File: config.mk
export PLATFORM = sky130hd
export DESIGN_NAME = elem_seq
export DESIGN_NICKNAME = d
export VERILOG_FILES = /design/src/rtl/elem_seq.sv
export SDC_FILE = /design/constraint.sdc
export NUM_CORES = 1
export LEC_CHECK = 0
export ABC_AREA = 1
export CAP_MARGIN = 25
export CELL_PAD_IN_SITES_DETAIL_PLACEMENT = 1
export CELL_PAD_IN_SITES_GLOBAL_PLACEMENT = 1
export CORE_MARGIN = 2
export CORE_UTILIZATION = 28
export CTS_BUF_LIST = sky130_fd_sc_hd__clkbuf_2 sky130_fd_sc_hd__clkbuf_4 sky130_fd_sc_hd__clkbuf_8
export DETAILED_ROUTE_END_ITERATION = 10
export PLACE_DENSITY_LB_ADDON = 0.1
export REMOVE_ABC_BUFFERS = 1
export SLEW_MARGIN = 20
export SYNTH_ARGS = -nofsm -noshare
export SYNTH_HDL_FRONTEND = slang
export SYNTH_SLANG_ARGS = --single-unit
File: constraint.sdc
create_clock -name clk -period 1.89 [get_ports clk]
set_input_delay 0.189 -clock clk [delete_from_list [all_inputs] [get_ports clk]]
set_output_delay 0.189 -clock clk [all_outputs]
set_load 0.05 [all_outputs]
File: src/rtl/elem_seq.sv
// ---------------------------------------------------------------------------------------------
// elem_seq -- envelope element sequencer
//
// Plays one pulse per accepted command. A pulse walks the envelope memory from envstart for
// envlength consecutive addresses (wrapping modulo 2^ENV_ADDR_WIDTH). While a pulse plays,
// the command parameters are presented on registered outputs. After the last sample the
// sequencer either goes idle or, for CW commands (mode[0]=1), holds the last address until
// the next command arrives.
//
// Optional feature (compile-time macro ELEM_SEQ_PENDING_EN):
//   defined   - a one-deep pending register accepts one command during a pulse and starts
//               it on the cycle after the current pulse_end (gapless).
//   undefined - no pending register; every command arriving during a pulse is dropped.
//
// Ports:
//   clk          in   clock, everything on the rising edge
//   reset        in   synchronous active-high reset (overrides a concurrent cmdstb)
//   cmdstb       in   one-cycle command strobe; parameter inputs sampled only when high
//   envstart     in   first envelope address
//   envlength    in   envelope sample count (0 = no-op command)
//   ampx, ampy   in   amplitude parameters
//   freqaddr     in   frequency table address
//   pini         in   initial phase
//   mode         in   mode[0]=1 selects CW hold after the pulse; mode[1] is passed through
//   env_addr     out  envelope read address
//   env_valid    out  env_addr is a live read address
//   amp_x/amp_y/freq_out/phase_out/mode_out
//                out  registered parameters of the active command
//   pulse_start  out  high on the first sample of a pulse
//   pulse_end    out  high on the last sample of a pulse
//   busy         out  pulse playing or pending command waiting
//   drop_cnt     out  saturating count of rejected commands
// ---------------------------------------------------------------------------------------------

module elem_seq #(
    parameter int unsigned ENV_ADDR_WIDTH  = 12,
    parameter int unsigned AMP_WIDTH       = 16,
    parameter int unsigned FREQ_ADDR_WIDTH = 9,
    parameter int unsigned PHASE_WIDTH     = 17,
    parameter int unsigned MODE_WIDTH      = 2
) (
    input  logic                       clk,
    input  logic                       reset,
    input  logic                       cmdstb,
    input  logic [ENV_ADDR_WIDTH-1:0]  envstart,
    input  logic [ENV_ADDR_WIDTH-1:0]  envlength,
    input  logic [AMP_WIDTH-1:0]       ampx,
    input  logic [AMP_WIDTH-1:0]       ampy,
    input  logic [FREQ_ADDR_WIDTH-1:0] freqaddr,
    input  logic [PHASE_WIDTH-1:0]     pini,
    input  logic [MODE_WIDTH-1:0]      mode,
    output logic [ENV_ADDR_WIDTH-1:0]  env_addr,
    output logic                       env_valid,
    output logic [AMP_WIDTH-1:0]       amp_x,
    output logic [AMP_WIDTH-1:0]       amp_y,
    output logic [FREQ_ADDR_WIDTH-1:0] freq_out,
    output logic [PHASE_WIDTH-1:0]     phase_out,
    output logic [MODE_WIDTH-1:0]      mode_out,
    output logic                       pulse_start,
    output logic                       pulse_end,
    output logic                       busy,
    output logic [7:0]                 drop_cnt
);

    typedef enum logic [1:0] {
        StIdle = 2'd0,
        StPlay = 2'd1,
        StHold = 2'd2
    } state_e;

    typedef struct packed {
        logic [ENV_ADDR_WIDTH-1:0]  start;
        logic [ENV_ADDR_WIDTH-1:0]  len;
        logic [AMP_WIDTH-1:0]       ampx;
        logic [AMP_WIDTH-1:0]       ampy;
        logic [FREQ_ADDR_WIDTH-1:0] freq;
        logic [PHASE_WIDTH-1:0]     phase;
        logic [MODE_WIDTH-1:0]      mode;
    } cmd_t;

    localparam logic [ENV_ADDR_WIDTH-1:0] LenOne = ENV_ADDR_WIDTH'(1);

    state_e                    state_q;
    // Samples still to play after the current one; zero marks the last sample.
    logic [ENV_ADDR_WIDTH-1:0] remain_q;

    cmd_t cmd_in;
    cmd_t src;
    logic cmd_valid;
    logic in_play;
    logic last_sample;
    logic start;
    logic drop;
    logic pend_busy;

`ifdef ELEM_SEQ_PENDING_EN
    cmd_t pend_q;
    logic pend_valid_q;
    logic pend_start;
    logic pend_store;
    logic direct_chain;
`endif

    // ---------------------------------------------------------------------------------------
    // Command decode
    // ---------------------------------------------------------------------------------------
    always_comb begin
        cmd_in.start = envstart;
        cmd_in.len   = envlength;
        cmd_in.ampx  = ampx;
        cmd_in.ampy  = ampy;
        cmd_in.freq  = freqaddr;
        cmd_in.phase = pini;
        cmd_in.mode  = mode;

        // Zero-length commands are ignored outright: never started, never counted.
        cmd_valid   = cmdstb && (envlength != '0);
        in_play     = (state_q == StPlay);
        last_sample = in_play && (remain_q == '0);

`ifdef ELEM_SEQ_PENDING_EN
        pend_start   = last_sample && pend_valid_q;
        // A command on the last sample with an empty slot bypasses the slot and chains
        // directly, so it still starts on the very next cycle.
        direct_chain = cmd_valid && last_sample && !pend_valid_q;
        pend_store   = cmd_valid && in_play && !pend_valid_q && !last_sample;
        drop         = cmd_valid && in_play && pend_valid_q;
        start        = (cmd_valid && !in_play) || pend_start || direct_chain;
        src          = pend_start ? pend_q : cmd_in;
        pend_busy    = pend_valid_q;
`else
        drop         = cmd_valid && in_play;
        start        = cmd_valid && !in_play;
        src          = cmd_in;
        pend_busy    = 1'b0;
`endif
    end

    assign busy = in_play || pend_busy;

    // ---------------------------------------------------------------------------------------
    // Sequencer state and registered outputs
    // ---------------------------------------------------------------------------------------
    always_ff @(posedge clk) begin
        if (reset) begin
            state_q     <= StIdle;
            remain_q    <= '0;
            env_addr    <= '0;
            env_valid   <= 1'b0;
            pulse_start <= 1'b0;
            pulse_end   <= 1'b0;
            amp_x       <= '0;
            amp_y       <= '0;
            freq_out    <= '0;
            phase_out   <= '0;
            mode_out    <= '0;
            drop_cnt    <= '0;
`ifdef ELEM_SEQ_PENDING_EN
            pend_q       <= '0;
            pend_valid_q <= 1'b0;
`endif
        end else begin
            pulse_start <= 1'b0;
            pulse_end   <= 1'b0;

            if (drop && (drop_cnt != 8'hFF)) begin
                drop_cnt <= drop_cnt + 8'd1;
            end

`ifdef ELEM_SEQ_PENDING_EN
            if (pend_store) begin
                pend_q       <= cmd_in;
                pend_valid_q <= 1'b1;
            end else if (pend_start) begin
                pend_valid_q <= 1'b0;
            end
`endif

            if (start) begin
                state_q     <= StPlay;
                env_addr    <= src.start;
                remain_q    <= src.len - LenOne;
                env_valid   <= 1'b1;
                pulse_start <= 1'b1;
                pulse_end   <= (src.len == LenOne);
                amp_x       <= src.ampx;
                amp_y       <= src.ampy;
                freq_out    <= src.freq;
                phase_out   <= src.phase;
                mode_out    <= src.mode;
            end else begin
                case (state_q)
                    StPlay: begin
                        if (remain_q == '0) begin
                            // mode_out holds the mode of the pulse that just finished.
                            if (mode_out[0]) begin
                                state_q <= StHold;
                            end else begin
                                state_q   <= StIdle;
                                env_valid <= 1'b0;
                            end
                        end else begin
                            env_addr  <= env_addr + LenOne;
                            remain_q  <= remain_q - LenOne;
                            pulse_end <= (remain_q == LenOne);
                        end
                    end
                    default: begin
                        // Idle and hold keep their outputs until a command starts.
                    end
                endcase
            end
        end
    end

endmodule
==> run_results.csv, run 1 <==
group,metric,value,unit
placed_design,dp_slack,-0.172,ns
pwr,switching_share,37.2,%
synthesis,synthTopCellsByCount,"nand2_1, dfxtp_1, nand3_1, nor2_1, inv_1",
status,outcome,"completed",
routing,drtAntennaViolNets,0,
clocking,cts_tree,"done",
finish,antenna_cells,0,
timing,finalWorstSetupSlack,0.0592,ns
critical_path,endpoint,"env_addr[6]",
synthesis,syn_inst,698,
synthesis,synth_most_common_cell,"nand2_1",
critical_path,r2r_start,"remain_q[0]",
run,drv_cap,0,
die,rows,47,
global_route,grtUsageTotal,19.5,%
synthesis,synth_edf_count,0,
die,die_area,0.0178,mm2
critical_path,slowest_delay,0.84,ns
pwr,power_leakage,3.33,nW
critical_path,endpoint_kind,"output port",
placed_design,dpl_cell_area,0.00702,mm2
finish,final_layout_size_suffix_gt1_share,9.67,%
clocking,cts-root-buf,"clkbuf_8",
timing,setup-tns-final,0,ns
critical_path,cp_max_fo,5,
placed_design,dp_cells,1104,
pwr,vdd_drop_max,0.318,mV
synthesis,yosys-top-cells-area,"dfxtp_1, nand2_1, nand3_1",
synthesis,yosysSeqAreaShare,41.4,%
timing,rsz0062_at_grt,"false",
die,start_util,28.5,%
synthesis,ys_ff_latch,97,
pwr,power_density,757,mW/mm2
global_route,grt_pass1_wl,27.9,mm
routing,wl,17.0,mm
critical_path,path_buf_inv,1,
timing,setup_viol_count_final,0,
critical_path,crit_type,"register to output port",
global_route,antenna_found_initial,0,
die,die_h,133,um
die,fp.dieW,133,um
critical_path,crit_cells,1,
global_route,globalRouteOverflowTotal,0,
global_route,grt_pass1_vias,5679,
finish,nNetsFinal,989,
routing,vias,5291,
die,io_pins,171,
clocking,clock_sinks,97,
synthesis,async_reset_ff_share,0,%
pwr,seqPwrFrac,42.6,%
clocking,clock_latency,0.38,ns
clocking,cts.clk_slew.worst_paths,0.11,ns
synthesis,yosys.area.top_type_share,41.4,%
routing,vias_per_cell,4.72,
synthesis,synth.distinct_cells,31,
timing,fmax,546,MHz
pwr,power.total,5.47,mW
timing,hold_viol_final,0,
synthesis,synth.avg_cell_area,6.72,um2
worst_hold_path,min_path_type,"input pin to register",
synthesis,syn_area,0.00469,mm2
routing,firstDrtPassIters,4,
routing,drcViolationCount,0,
clocking,clockBufferDepth,2,
placed_design,place_congestion,0.793,
clocking,cts_htree_levels,3,
timing,min_period,1.83,ns
critical_path,critPathTopFamily,"buffers and inverters",
finish,syn_to_final_growth,54.0,%
worst_hold_path,hold_start,"freqaddr[6]",
pwr,p_sw,2.03,mW
clocking,post-cts-setup-buffers,0,
pwr,p_int,3.43,mW
critical_path,r2r_setup_slack,0.18,ns
critical_path,crit_slowest_cell,"clkdlybuf4s50_1",
critical_path,reg2reg_to,"remain_q[8]",
critical_path,crit_arrival,1.64,ns
timing,drv_slew,0,
critical_path,setup.worst_path.start_class,"register",
placed_design,dp_hpwl,13.0,mm
finish,fillers,2042,
timing,skew,0.0120,ns
routing,drt_iter0_markers,134,
pwr,p_clk_share,23.7,%
die,core_region_area,0.0165,mm2
critical_path,reg2reg_depth,12,
timing,tightest_slew,0.576,ns
finish,design_area,0.00722,mm2
synthesis,synth_ff_type,"dfxtp_1",
timing,relSlewSlack,61.5,%
global_route,grt_start_max_net_pins,40,
routing,wl_per_cell,15.1,um
finish,fin_cells,1120,
synthesis,yosys_warnings,0,
timing,period_share,96.9,%
critical_path,path_cells,"clkdlybuf4s50_1",
critical_path,worstPathRequired,1.70,ns
synthesis,yosysTopAreaCell,"dfxtp_1",
critical_path,cp-startpoint,"env_addr[6]",
placed_design,port_buffers,170,
pwr,pwr-share-comb,33.6,%
clocking,cts_made_buffers,9,
==> state kept, by name (all words and copies together) (netlist names) <==
name / flops
amp_x: 16
amp_y: 16
drop_cnt: 8
env_addr: 12
env_valid: 1
freq_out: 9
mode_out: 2
phase_out: 17
pulse_end: 1
pulse_start: 1
remain_q: 12
state_q: 2
==> power groups by stage <==
stage	registers, mW	logic [mW]	clock network (mW)
2_1_floorplan	2.75	0.596	0
3_3_place_gp	2.37	1.80	0
3_5_place_dp	2.38	1.84	0
4_1_cts	2.33	1.85	1.37
5_1_grt	2.36	1.99	1.44
6_report	2.33	1.84	1.30
==> worst min-delay path by stage <==
stage | endpoint | slack, ns | cells after the start
5_1_grt | phase_out[8] | 0.34 | 3
3_3_place_gp | state_q[1] | 0.45 | 2
4_1_cts | phase_out[8] | 0.32 | 3
3_5_place_dp | state_q[1] | 0.46 | 2
6_report | freq_out[6] | 0.34 | 3
2_1_floorplan | drop_cnt[1] | 0.26 | 1
==> layer usage <==
metal,GRT usage [%],up-vias,routed length [um]
li1,-,2616,-
met1,22.3,2522,7200
met2,33.1,135,7920
met3,8.18,18,1590
met4,6.09,0,259
met5,0,-,0
==> logic make-up after synthesis <==
| group | count (synthesis) | share of synthesized area [%] |
|---|---|---|
| flip-flops | 97 | 41.4 |
| buffers and inverters | 88 | 7.77 |
| AND/OR/NAND/NOR | 439 | 40.4 |
| AO/OA/AOI/OAI | 52 | 5.74 |
| adder cells (fa/ha/maj) | 7 | 1.87 |
| XOR/XNOR | 15 | 2.80 |
==> repair_timing <==
item / 4_1_cts / 5_1_grt
setup endpoints to repair: 3 / 30
gates resized for setup: 3 / 11
pin swaps: 0 / 0
hold buffers: 0 / 0
==> cell usage in the layout, fill, tap and decap left out, drive strengths merged <==
cell type      count
nand2            252
clkdlybuf4s50    160
dfxtp             97
nand3             94
nor2              66
inv               57
buf               50
o21ai             25
a21oi             24
nand4             20
xor2              12
clkbuf            10
ha                 7
dlymetal6s2s       5
clkinv             5
xnor2              3
nor3               3
dlygate4sd2        3
nand3b             2
or2                1
and2               1
o21bai             1
o41ai              1
a211oi             1
==> layout make-up <==
type	count	area [um2]	share of cell area (%)
Tap cell	220	275	3.81
Timing Repair Buffer	218	2220	30.7
Clock buffer	10	131	1.82
Clock inverter	6	41.3	0.572
Multi-Input combinational cell	513	2400	33.3
Sequential cell	97	1940	26.9
Inverter	56	211	2.93
==> metrics by stage <==
step	hold WS [ns]	util, %
2_1_floorplan	0.258	-
3_3_place_gp	0.447	42.6
3_5_place_dp	0.461	42.6
4_1_cts	0.318	43.6
5_1_grt	0.335	43.8
6_report	0.340	43.8
Power figures use the tool's default switching activity.
==> run 2, diff against run 1 <==
--- a/config.mk
+++ b/config.mk
@@ -6,13 +6,14 @@
 export NUM_CORES = 1
 export LEC_CHECK = 0
 export ABC_AREA = 1
-export CAP_MARGIN = 25
+export CAP_MARGIN = 20
 export CELL_PAD_IN_SITES_DETAIL_PLACEMENT = 1
 export CELL_PAD_IN_SITES_GLOBAL_PLACEMENT = 1
-export CORE_MARGIN = 2
+export CORE_MARGIN = 3
 export CORE_UTILIZATION = 28
 export CTS_BUF_LIST = sky130_fd_sc_hd__clkbuf_2 sky130_fd_sc_hd__clkbuf_4 sky130_fd_sc_hd__clkbuf_8
 export DETAILED_ROUTE_END_ITERATION = 10
+export GPL_ROUTABILITY_DRIVEN = 0
 export PLACE_DENSITY_LB_ADDON = 0.1
 export REMOVE_ABC_BUFFERS = 1
 export SLEW_MARGIN = 20
==> run 2 against run 1 <==
Effect of this change: utilization up 1.2 points; final cell count about the same; highest routed layer unchanged; largest power group unchanged; critical endpoint is now drop_cnt[3]; sequential power about the same.
==> run_results.csv, run 2 (synthesized netlist as in run 1, its figures left out) <==
group,metric,value,unit
global_route,grtUsageTotal,18.7,%
pwr,p_sw,2.03,mW
timing,tightest_slew,0.563,ns
clocking,clock_sinks,97,
timing,holdWs,0.340,ns
worst_hold_path,min_delay_path_depth,3,
timing,fmax,550,MHz
timing,drv_slew,0,
critical_path,r2r_setup_slack,0.22,ns
timing,period_share,96.1,%
global_route,grt_start_max_net_pins,40,
finish,largest_registers,"phase_out x17, amp_x x16, amp_y x16",
timing,setup-tns-final,0,ns
run,drv_cap,0,
die,die_h,135,um
pwr,switching_share,36.9,%
timing,finalWorstSetupSlack,0.0731,ns
timing,relSlewSlack,62.3,%
routing,wl,17.0,mm
pwr,pwr-share-comb,33.3,%
global_route,globalRouteOverflowTotal,0,
clocking,clock_latency,0.38,ns
die,io_pins,171,
placed_design,dp_hpwl,12.9,mm
critical_path,crit_type,"register to output port",
placed_design,dpl_cell_area,0.00705,mm2
clocking,cts_htree_levels,3,
clocking,cts-root-buf,"clkbuf_8",
clocking,cts_made_buffers,9,
finish,fillers,2037,
pwr,seqPwrFrac,42.4,%
critical_path,worstPathRequired,1.70,ns
routing,wl_per_cell,15.2,um
pwr,p_int,3.47,mW
finish,nNetsFinal,994,
worst_hold_path,hold_end,"amp_x[15]",
clocking,ctsHoldBuffers,0,
global_route,grt_pass1_vias,5628,
routing,drtAntennaViolNets,0,
finish,regMostFlops,"phase_out",
critical_path,cp_max_fo,4,
clocking,post-cts-setup-buffers,0,
finish,final_layout_size_suffix_gt1_share,9.94,%
finish,layout_common_cells,"nand2_1, clkdlybuf4s50_1, dfxtp_1",
placed_design,dp_slack,-0.129,ns
pwr,vdd_drop_max,0.324,mV
timing,skew,0.0137,ns
routing,drt_iter0_markers,160,
pwr,power.total,5.49,mW
die,die_area,0.0183,mm2
global_route,grt_pass1_wl,27.5,mm
worst_hold_path,hold_start,"ampx[15]",
critical_path,reg2reg_depth,12,
critical_path,crit_arrival,1.63,ns
critical_path,path_buf_inv,1,
die,rows,46,
finish,largest_reg_flops,17,
routing,drcViolationCount,0,
finish,antenna_cells,0,
pwr,power_leakage,3.38,nW
critical_path,path_cells,"clkdlybuf4s50_1",
die,fp.dieW,135,um
die,core_region_area,0.0161,mm2
finish,mostFrequentLayoutCell,"nand2_1",
placed_design,port_buffers,170,
finish,design_area,0.00725,mm2
timing,min_period,1.82,ns
timing,rsz0062_at_grt,"false",
critical_path,r2r_start,"remain_q[0]",
clocking,clockBufferDepth,2,
clocking,cts.clk_slew.worst_paths,0.11,ns
die,start_util,29.1,%
pwr,power_density,757,mW/mm2
critical_path,crit_slowest_cell,"clkdlybuf4s50_1",
clocking,cts_tree,"done",
routing,firstDrtPassIters,4,
finish,fin_cells,1121,
critical_path,reg2reg_to,"remain_q[8]",
finish,utilization,45.0,%
timing,setup_viol_count_final,0,
routing,vias_per_cell,4.67,
finish,syn_to_final_growth,54.7,%
critical_path,setup.worst_path.start_class,"register",
timing,hold_viol_final,0,
routing,vias,5239,
status,outcome,"completed",
placed_design,dp_cells,1105,
global_route,antenna_found_initial,0,
critical_path,slowest_delay,0.84,ns
critical_path,endpoint_kind,"output port",
pwr,p_clk_share,24.3,%
worst_hold_path,min_path_type,"input pin to register",
critical_path,critPathTopFamily,"buffers and inverters",
-- run 2: cell types whose count changed in the layout (fill, tap and decap cells not counted), moves of 2 or more --
cell             delta
clkdlybuf4s50_1     -4
clkinv_2            -2
buf_4               +5
clkinvlp_4          +2
dlygate4sd2_1       +3
-- run 2: worst max-delay path by stage --
stage | endpoint | depth (start not counted) | from
floorplan | env_addr[2] | 9 | state_q[0]
global placement | pulse_end | 11 | envlength[0]
detailed placement | remain_q[1] | 12 | envlength[0]
CTS | env_addr[9] | 1 | env_addr[9]
global route | drop_cnt[3] | 1 | drop_cnt[3]
finish | drop_cnt[3] | 1 | drop_cnt[3]
-- run 2: area by class of cell --
class                           instances  area [um2]  share of cell area [%]
Clock buffer                           11         145                    2.00
Multi-Input combinational cell        513        2390                    33.0
Inverter                               56         211                    2.92
Clock inverter                          5        37.5                   0.518
Sequential cell                        97        1940                    26.8
Timing Repair Buffer                  223        2250                    31.1
Tap cell                              216         270                    3.73
-- run 2: routing by layer --
metal | track usage [%] | vias to the layer above | share of wire [%]
li1 | - | 2629 | -
met1 | 22.2 | 2462 | 44
met2 | 31.1 | 135 | 46
met3 | 7.47 | 13 | 9.0
met4 | 5.38 | 0 | 1.4
met5 | 0 | - | 0
-- run 2: power by group through the flow --
stage          clock network [mW]  logic, mW  registers [mW]
2_1_floorplan                   0      0.596            2.75
3_3_place_gp                    0       1.80            2.37
3_5_place_dp                    0       1.84            2.38
4_1_cts                      1.39       1.84            2.33
5_1_grt                      1.47       1.99            2.35
6_report                     1.33       1.83            2.33
-- run 2: what timing repair did --
action,CTS,global route
resized for setup,6,11
pin swaps,0,0
setup endpoints to repair,6,28
